<file path="config.mk">
export PLATFORM = sky130hd
export DESIGN_NAME = uart_rx
export DESIGN_NICKNAME = d
export VERILOG_FILES = /design/src/rtl/uart_pkg.sv /design/src/rtl/uart_sync.sv /design/src/rtl/uart_rx.sv
export SDC_FILE = /design/constraint.sdc
export NUM_CORES = 1
export LEC_CHECK = 0
export ABC_AREA = 1
export BUFFER_PORTS_ARGS = -buffer_cell sky130_fd_sc_hd__buf_4
export CAP_MARGIN = 10
export CORE_UTILIZATION = 50
export DETAILED_ROUTE_END_ITERATION = 10
export PLACE_DENSITY = 0.85
export SLEW_MARGIN = 20
export SYNTH_ARGS = -nofsm -noshare
export SYNTH_HDL_FRONTEND = slang
export SYNTH_SLANG_ARGS = --single-unit
</file>
<file path="constraint.sdc">
create_clock -name clk -period 1.2 [get_ports clk]
set_input_delay 0.06 -clock clk [delete_from_list [all_inputs] [get_ports clk]]
set_output_delay 0.06 -clock clk [all_outputs]
set_load 0.02 [all_outputs]
</file>
<file path="src/rtl/uart_pkg.sv">
// Shared UART definitions: receiver FSM state encoding and default frame constants.
package uart_pkg;

   localparam int D_W_DEF    = 8;
   localparam int B_TICK_DEF = 16;

   localparam logic [2:0] ST_IDLE  = 3'd0;
   localparam logic [2:0] ST_START = 3'd1;
   localparam logic [2:0] ST_DATA  = 3'd2;
   localparam logic [2:0] ST_STOP  = 3'd3;
   localparam logic [2:0] ST_BREAK = 3'd4;

   typedef enum logic [2:0] {
      S_IDLE  = ST_IDLE,
      S_START = ST_START,
      S_DATA  = ST_DATA,
      S_STOP  = ST_STOP,
      S_BREAK = ST_BREAK
   } state_e;

endpackage

</file>
<file path="src/rtl/uart_sync.sv">
// Two-flop synchroniser for an asynchronous level input, with a selectable reset value.
module uart_sync #(
   parameter logic RST_VAL = 1'b1
) (
   input  logic clk,
   input  logic rst,
   input  logic d_i,
   output logic q_o
);

   logic meta_q;
   logic sync_q;

   always_ff @(posedge clk) begin
      if (rst) begin
         meta_q <= RST_VAL;
         sync_q <= RST_VAL;
      end else begin
         meta_q <= d_i;
         sync_q <= meta_q;
      end
   end

   assign q_o = sync_q;

endmodule

</file>
<file path="src/rtl/uart_rx.sv">
// Oversampling UART receiver: validates the start bit at half a bit, samples data at
// mid-bit, checks the stop bit and writes good bytes to the RX FIFO as a one-cycle strobe.
module uart_rx
   import uart_pkg::*;
#(
   parameter int D_W    = D_W_DEF,
   parameter int B_TICK = B_TICK_DEF
) (
   input  logic           clk,
   input  logic           rst,
   input  logic           b_en,
   input  logic           rx,
   input  logic           fifo_full,
   output logic [D_W-1:0] rx_data,
   output logic           rx_valid,
   output logic           frame_err,
   output logic           overrun_err,
   output logic           busy,
   output state_e         fsm_state
);

   localparam int TW = (B_TICK > 1) ? $clog2(B_TICK) : 1;
   localparam int BW = (D_W > 1) ? $clog2(D_W) : 1;
   localparam logic [TW-1:0] HALF_LAST = TW'(B_TICK / 2 - 1);
   localparam logic [TW-1:0] TICK_LAST = TW'(B_TICK - 1);
   localparam logic [BW-1:0] BIT_LAST  = BW'(D_W - 1);

   logic rx_s;

   uart_sync #(.RST_VAL(1'b1)) u_sync (
      .clk (clk),
      .rst (rst),
      .d_i (rx),
      .q_o (rx_s)
   );

   state_e         state_q, state_d;
   logic [TW-1:0]  tick_q, tick_d;
   logic [BW-1:0]  bit_q, bit_d;
   logic [D_W-1:0] shreg_q, shreg_d;
   logic [D_W-1:0] data_q, data_d;
   logic           valid_q, valid_d;
   logic           ferr_q, ferr_d;
   logic           ovr_q, ovr_d;
   logic           busy_q, busy_d;

   always_ff @(posedge clk) begin
      if (rst) begin
         state_q <= S_IDLE;
         tick_q  <= '0;
         bit_q   <= '0;
         shreg_q <= '0;
         data_q  <= '0;
         valid_q <= 1'b0;
         ferr_q  <= 1'b0;
         ovr_q   <= 1'b0;
         busy_q  <= 1'b0;
      end else begin
         state_q <= state_d;
         tick_q  <= tick_d;
         bit_q   <= bit_d;
         shreg_q <= shreg_d;
         data_q  <= data_d;
         valid_q <= valid_d;
         ferr_q  <= ferr_d;
         ovr_q   <= ovr_d;
         busy_q  <= busy_d;
      end
   end

   always_comb begin
      state_d = state_q;
      tick_d  = tick_q;
      bit_d   = bit_q;
      shreg_d = shreg_q;
      data_d  = data_q;
      valid_d = 1'b0;
      ferr_d  = 1'b0;
      ovr_d   = 1'b0;
      unique case (state_q)
         S_IDLE: begin
            if (!rx_s) begin
               state_d = S_START;
               tick_d  = '0;
            end
         end
         S_START: begin
            if (b_en) begin
               if (tick_q == HALF_LAST) begin
                  // Line back high at mid start bit: treat as a glitch.
                  state_d = rx_s ? S_IDLE : S_DATA;
                  tick_d  = '0;
                  bit_d   = '0;
               end else begin
                  tick_d = tick_q + TW'(1);
               end
            end
         end
         S_DATA: begin
            if (b_en) begin
               if (tick_q == TICK_LAST) begin
                  shreg_d = {rx_s, shreg_q[D_W-1:1]};
                  tick_d  = '0;
                  if (bit_q == BIT_LAST) state_d = S_STOP;
                  else                   bit_d   = bit_q + BW'(1);
               end else begin
                  tick_d = tick_q + TW'(1);
               end
            end
         end
         S_STOP: begin
            if (b_en) begin
               if (tick_q == TICK_LAST) begin
                  tick_d = '0;
                  if (!rx_s) begin
                     ferr_d  = 1'b1;
                     state_d = S_BREAK;
                  end else if (fifo_full) begin
                     ovr_d   = 1'b1;
                     state_d = S_IDLE;
                  end else begin
                     data_d  = shreg_q;
                     valid_d = 1'b1;
                     state_d = S_IDLE;
                  end
               end else begin
                  tick_d = tick_q + TW'(1);
               end
            end
         end
         S_BREAK: begin
            if (rx_s) state_d = S_IDLE;
         end
         default: state_d = S_IDLE;
      endcase
      busy_d = (state_d != S_IDLE);
   end

   assign rx_data     = data_q;
   assign rx_valid    = valid_q;
   assign frame_err   = ferr_q;
   assign overrun_err = ovr_q;
   assign busy        = busy_q;
   assign fsm_state   = state_q;

endmodule
</file>
== Word level (Yosys, flattened, before mapping) ==
Cells that the tools add are included.

* Bits in registers: 32
* Output and inout port bits: 15
* Bits of input ports: 5

* Reduce and logical (&&, ||, !) cells: 11
* Bitwise logic cells: 5
* Add/subtract/negate cells: 2
* Equal/unequal tests: 14
* Multiplexer cells: 27

{| class="wikitable"
|+ Operators with widths
! cell !! number
|-
| 2-to-1 mux 3 bit || 15
|-
| 2-to-1 mux 4 bit || 5
|-
| case mux 3 bit (5 select lines) || 1
|-
| inequality test 2 bit (second input constant) || 6
|-
| case mux 4 bit (3 select lines) || 1
|-
| == test 3 x 2 -> 1 bit (second input constant) || 2
|-
| == test 3 bit (second input constant) || 2
|-
| case mux 3 bit (2 select lines) || 1
|-
| AND reduction 6 bit || 1
|-
| nonzero test 3 bit || 2
|-
| NOT 1 bit || 5
|-
| AND reduction 5 bit || 1
|-
| OR reduction 5 bit || 1
|-
| adder 4 x 1 -> 4 bit (second input constant) || 1
|-
| == test 4 x 3 -> 1 bit (second input constant) || 1
|-
| == test 4 bit (second input constant) || 1
|-
| AND reduction 4 bit || 1
|-
| OR reduction 4 bit || 1
|-
| adder 3 x 1 -> 3 bit (second input constant) || 1
|-
| == test 3 x 1 -> 1 bit (second input constant) || 1
|-
| zero test 3 bit || 1
|-
| 2-to-1 mux 1 bit || 3
|-
| AND reduction 3 bit || 1
|-
| 2-to-1 mux 2 bit || 1
|-
| other kinds (3) || 3
|}

== Longest topological paths before layout ==
* Depth after elaboration: 6
* Gate-level depth with buffers: 9

== Hierarchy ==
Synthesis repeated with hierarchy kept, for this count alone.

* Cells, all modules: 188
* Area, all modules: 1363.8 um2

{| class="wikitable"
|+ Modules (own cells, without submodules)
! module !! sequential area each (um2) !! area each (um2) !! instances !! cells an instance
|-
| uart_rx || 600.6 || 1305.0 || 1 || 181
|-
| uart_sync || 40.0 || 58.8 || 1 || 7
|}

== Worst setup path before layout ==
OpenSTA, ideal clock, no wires.

* Path kind: reg-to-reg
* Start point: register state_q[1] (netlist: fsm_state[1])
* End point: register shreg_q[0]
* Stages on the path, launching flop included: 8
* Data arrival time: 1254 ps
* Library setup time: 116 ps
* Path buffers: 0
* Period minus slack after synthesis: 1369 ps
* Path slack: -169 ps
* Cell sequence: dfxtp_1 > nand2_2 > nor2_4 > inv_1 > nor2_4 > inv_1 > nor2_1 > nor2_1

* Word-level cells in the longest chain between the ends: 2

{| class="wikitable"
|+ Ends and longest elaborated chain
! what !! line !! text
|-
| from (decl) || uart_rx.sv:37 || <nowiki>state_e state_q, state_d;</nowiki>
|-
| from (signal assigned) || uart_rx.sv:59 || <nowiki>state_q <= state_d;</nowiki>
|-
| == test 3 x 2 -> 1 bit || uart_rx.sv:80 || <nowiki>unique case (state_q)</nowiki>
|-
| AND reduction 3 bit (no source line) || -- ||
|-
| to (signal assigned) || uart_rx.sv:62 || <nowiki>shreg_q <= shreg_d;</nowiki>
|-
| to (decl) || uart_rx.sv:40 || <nowiki>logic [D_W-1:0] shreg_q, shreg_d;</nowiki>
|}

No other way between the ends.
A chain may end at the register's enable or synchronous reset.

== Final worst setup path ==
* Start point: register tick_q[0]
* End point: register data_q[7] (netlist: rx_data[7])

* Word-level cells in the longest chain between the ends: 2

{| class="wikitable"
|+ Ends and longest elaborated chain
! what !! line !! text
|-
| from (decl) || uart_rx.sv:38 || <nowiki>logic [TW-1:0] tick_q, tick_d;</nowiki>
|-
| from (signal assigned) || uart_rx.sv:60 || <nowiki>tick_q <= tick_d;</nowiki>
|-
| == test 4 bit || uart_rx.sv:113 || <nowiki>if (tick_q == TICK_LAST) begin</nowiki>
|-
| AND reduction 5 bit (no source line) || -- ||
|-
| to (signal assigned) || uart_rx.sv:63 || <nowiki>data_q <= data_d;</nowiki>
|-
| to (decl) || uart_rx.sv:41 || <nowiki>logic [D_W-1:0] data_q, data_d;</nowiki>
|}

No other way between the ends.

==> results.toml <==
[routing]
final_antenna_net_count = 0
drc = 0
drt-met1-wl_um = 1491
routed.top_layer = "met4"
wl_met2_um = 1666
met3_length_um = 180
vias = 1452
wl_per_cell_um = 11.92
wl_um = 3432
viasPerCell = 5.042
first_pass_iters = 4
drt_iter0_drc = 41

[timing]
maxSlewViolCount = 0
tns_ns = -3.036
fin_skew_ns = 0.007796
fin_crit_ns = 1.378
worstMarginPinSlew_ns = 0.2934
period_share = 1.148
finalSetupViolations = 28
hold_violations = 0
slew_headroom = 0.8042
fin_ws_ns = -0.1777
rsz0062_at_grt = "true"
max_freq_mhz = 725.8

[floorplan]
core_um2 = 2758
initial_core_util = 0.5277
die_h_um = 55.95
num_rows = 19
die-area_um2 = 3130
fp.dieW_um = 55.95
ios = 20

[logic_synthesis]
yosysMostFrequentCell = "nand2_1"
synth_compound_area_frac = 0.06965
yosysUniqueCellTypes = 22
synth_nets = 211
synth-xor-area-share = 0
syn_area_per_cell_um2 = 7.168
synth-simple-area-share = 0.3672
yosys-top-cells-area = "dfxtp_1 (44%), nand2_1 (12%), nor2_1 (11%), inv_1 (7.2%), o21ai_0 (3.8%)"
syn_area_um2 = 1455
synthMuxAreaShare = 0
synth-edff-count = 0
syn-instance-count = 203
synth_warnings = 0
yosysTopAreaCellShare = 0.4402
synthTopCellsByCount = "nand2_1 (45), nor2_1 (42), dfxtp_1 (32)"
synthArstFlopShare = 0
synth_top_family_by_area = "simple AND/OR/NAND/NOR gates"
yosysSeqAreaShare = 0.4402
synthAdderAreaFrac = 0.02580
synthFlopType = "dfxtp_1"
yosysTopAreaCell = "dfxtp_1"
ys_seq_elements = 32

[power_and_ir_drop]
totalPowerFinal_mw = 1.884
p_leak_nw = 0.9980
pwr_density_cell_nw_per_um2 = 908.0
ir_worst_vdd_v = 0.0009856

[place]
dp_cells = 271
place_area_um2 = 1802
routabilityCongestion = 0.8436
port_buffers = 19
hpwl_um = 2112

[worst_setup_path]
critPathMaxStageDelay_ns = 0.36
crit_fanout = 8
critPathArrivalTime_ns = 1.62
crit_path_start_kind = "register"
cp-end-kind = "register"
cp_cell_sequence = "ha_4 > nand3_4 > nor2_4 > nand4_4 > nor2_2 > nor2_1"
slowest_stage = "dfxtp_2"
criticalPathCategory = "reg -> reg"
reg2reg_to = "rx_data[7]"
r2r_setup_slack_ns = -0.18
critPathTopFamily = "simple AND/OR/NAND/NOR gates"
reg2reg_depth = 6
rr_startpoint = "tick_q[0]"
crit_required_ns = 1.44
crit_buf_inv = 0

[hold_path]
min_from = "b_en"
min_path_type = "in -> reg"
min_to = "fsm_state[0]"
holdPathStages = 6

[cts]
cts.path.max_buffers = 2
cts_buffers = 5
cts_root_buffer = "clkbuf_4"
path_clk_slew_ns = 0.10
clock-sinks = 32
insertion_delay_ns = 0.34
htreeDepth = 2
cts_tree = "built"

[run_status]
outcome = "finished, violations left"
violations = "setup timing"

[cells_and_area]
design_area_um2 = 2074
drive_gt1_frac = 0.4202
final_cells = 288
final_util = 0.7523
nNetsFinal = 264
syn_to_final_growth_pct = 42.56
diodes = 0
fillerInstances = 202

[global_route]
grt_usage = 0.2319
antenna_found_initial = 0
overflow = 0
grt_start_max_net_pins = 12
grt_pass1_wl_um = 5568
grt_pass1_vias = 1342

[flow_run]
drv_cap = 0
[worst max path at each step]
| stage | startpoint | end | depth (start not counted) |
|---|---|---|---|
| global route | tick_q[0] | bit_q[0] | 8 |
| global placement | tick_q[1] | rx_data[7] | 6 |
| CTS | tick_q[1] | rx_data[3] | 6 |
| floorplan | tick_q[1] | rx_data[1] | 7 |
| finish | tick_q[0] | rx_data[7] | 6 |
| detailed placement | bit_q[0] | bit_q[0] | 8 |
[worst min-delay path: cells and delay by family]
family / cells / cell delay [ns]
AND/OR/NAND/NOR: 4 / 0.26
buffers and inverters: 2 / 0.14
[cells in the final DEF (no fill, tap or decap), drive strengths merged]
master        n
a21oi         8
buf          45
nand4         5
a31oi         1
dlygate4sd3   3
inv          30
nor3          4
clkbuf        7
and2          1
nand2        46
nor2         48
nand3        10
or2           2
ha            3
clkinvlp      1
o21ai        11
dfxtp        32
[state kept, by name (all words and copies together) (netlist names)]
register	flops
fsm_state	3
overrun_err	1
rx_data	8
busy	1
u_sync.q_o	1
bit_q	3
shreg_q	8
rx_valid	1
tick_q	4
u_sync.meta_q	1
frame_err	1
[layer usage]
metal  global-route usage  vias to the layer above
met5                    0                        -
li1                     -                      743
met1               0.2880                      653
met4               0.1115                        0
met2               0.3718                       46
met3              0.06512                       10
[report_power, final]
part / internal, mW / leakage [nW] / switching, mW
Sequential: 1.07 / 0.263 / 0.0120
Clock: 0.286 / 0.0315 / 0.378
Combinational: 0.0613 / 0.704 / 0.0775
[cell families (layout without fill, tap and decap cells)]
| family | Yosys count | after routing |
|---|---|---|
| AOI/OAI and AO/OA | 20 | 20 |
| and+or+nand+nor | 115 | 116 |
| adders and majority gates | 3 | 3 |
| buffers and inverters | 33 | 86 |
| DFF | 32 | 32 |
[stage by stage]
stage / setup WS, ns / hold WS, ns
floorplan: -0.05128 / 0.1217
global placement: -0.1202 / 0.2382
detailed placement: -0.1338 / 0.2439
CTS: -0.1386 / 0.1440
global route: -0.2412 / 0.1760
finish: -0.1777 / 0.1448
[repair_timing]
| action | in CTS | in global routing |
|---|---|---|
| endpoints found under the setup margin | 26 | 30 |
| hold buffers | 3 | 0 |
| resized for setup | 22 | 27 |
| cloned | 1 | 0 |
| pin swaps | 15 | 23 |
| endpoints found under the hold margin | 5 | 0 |
| setup buffers | 3 | 2 |
[final cells by class]
class	count	area, um2	share of cell area
Clock inverter	1	7.507	0.003619
Multi-Input combinational cell	139	822.0	0.3963
Sequential cell	32	658.1	0.3172
Timing Repair Buffer	48	375.4	0.1809
Clock buffer	7	55.05	0.02654
Tap cell	31	38.79	0.01870
Inverter	30	117.6	0.05669
Note: power is estimated with default switching activity, not from simulation.
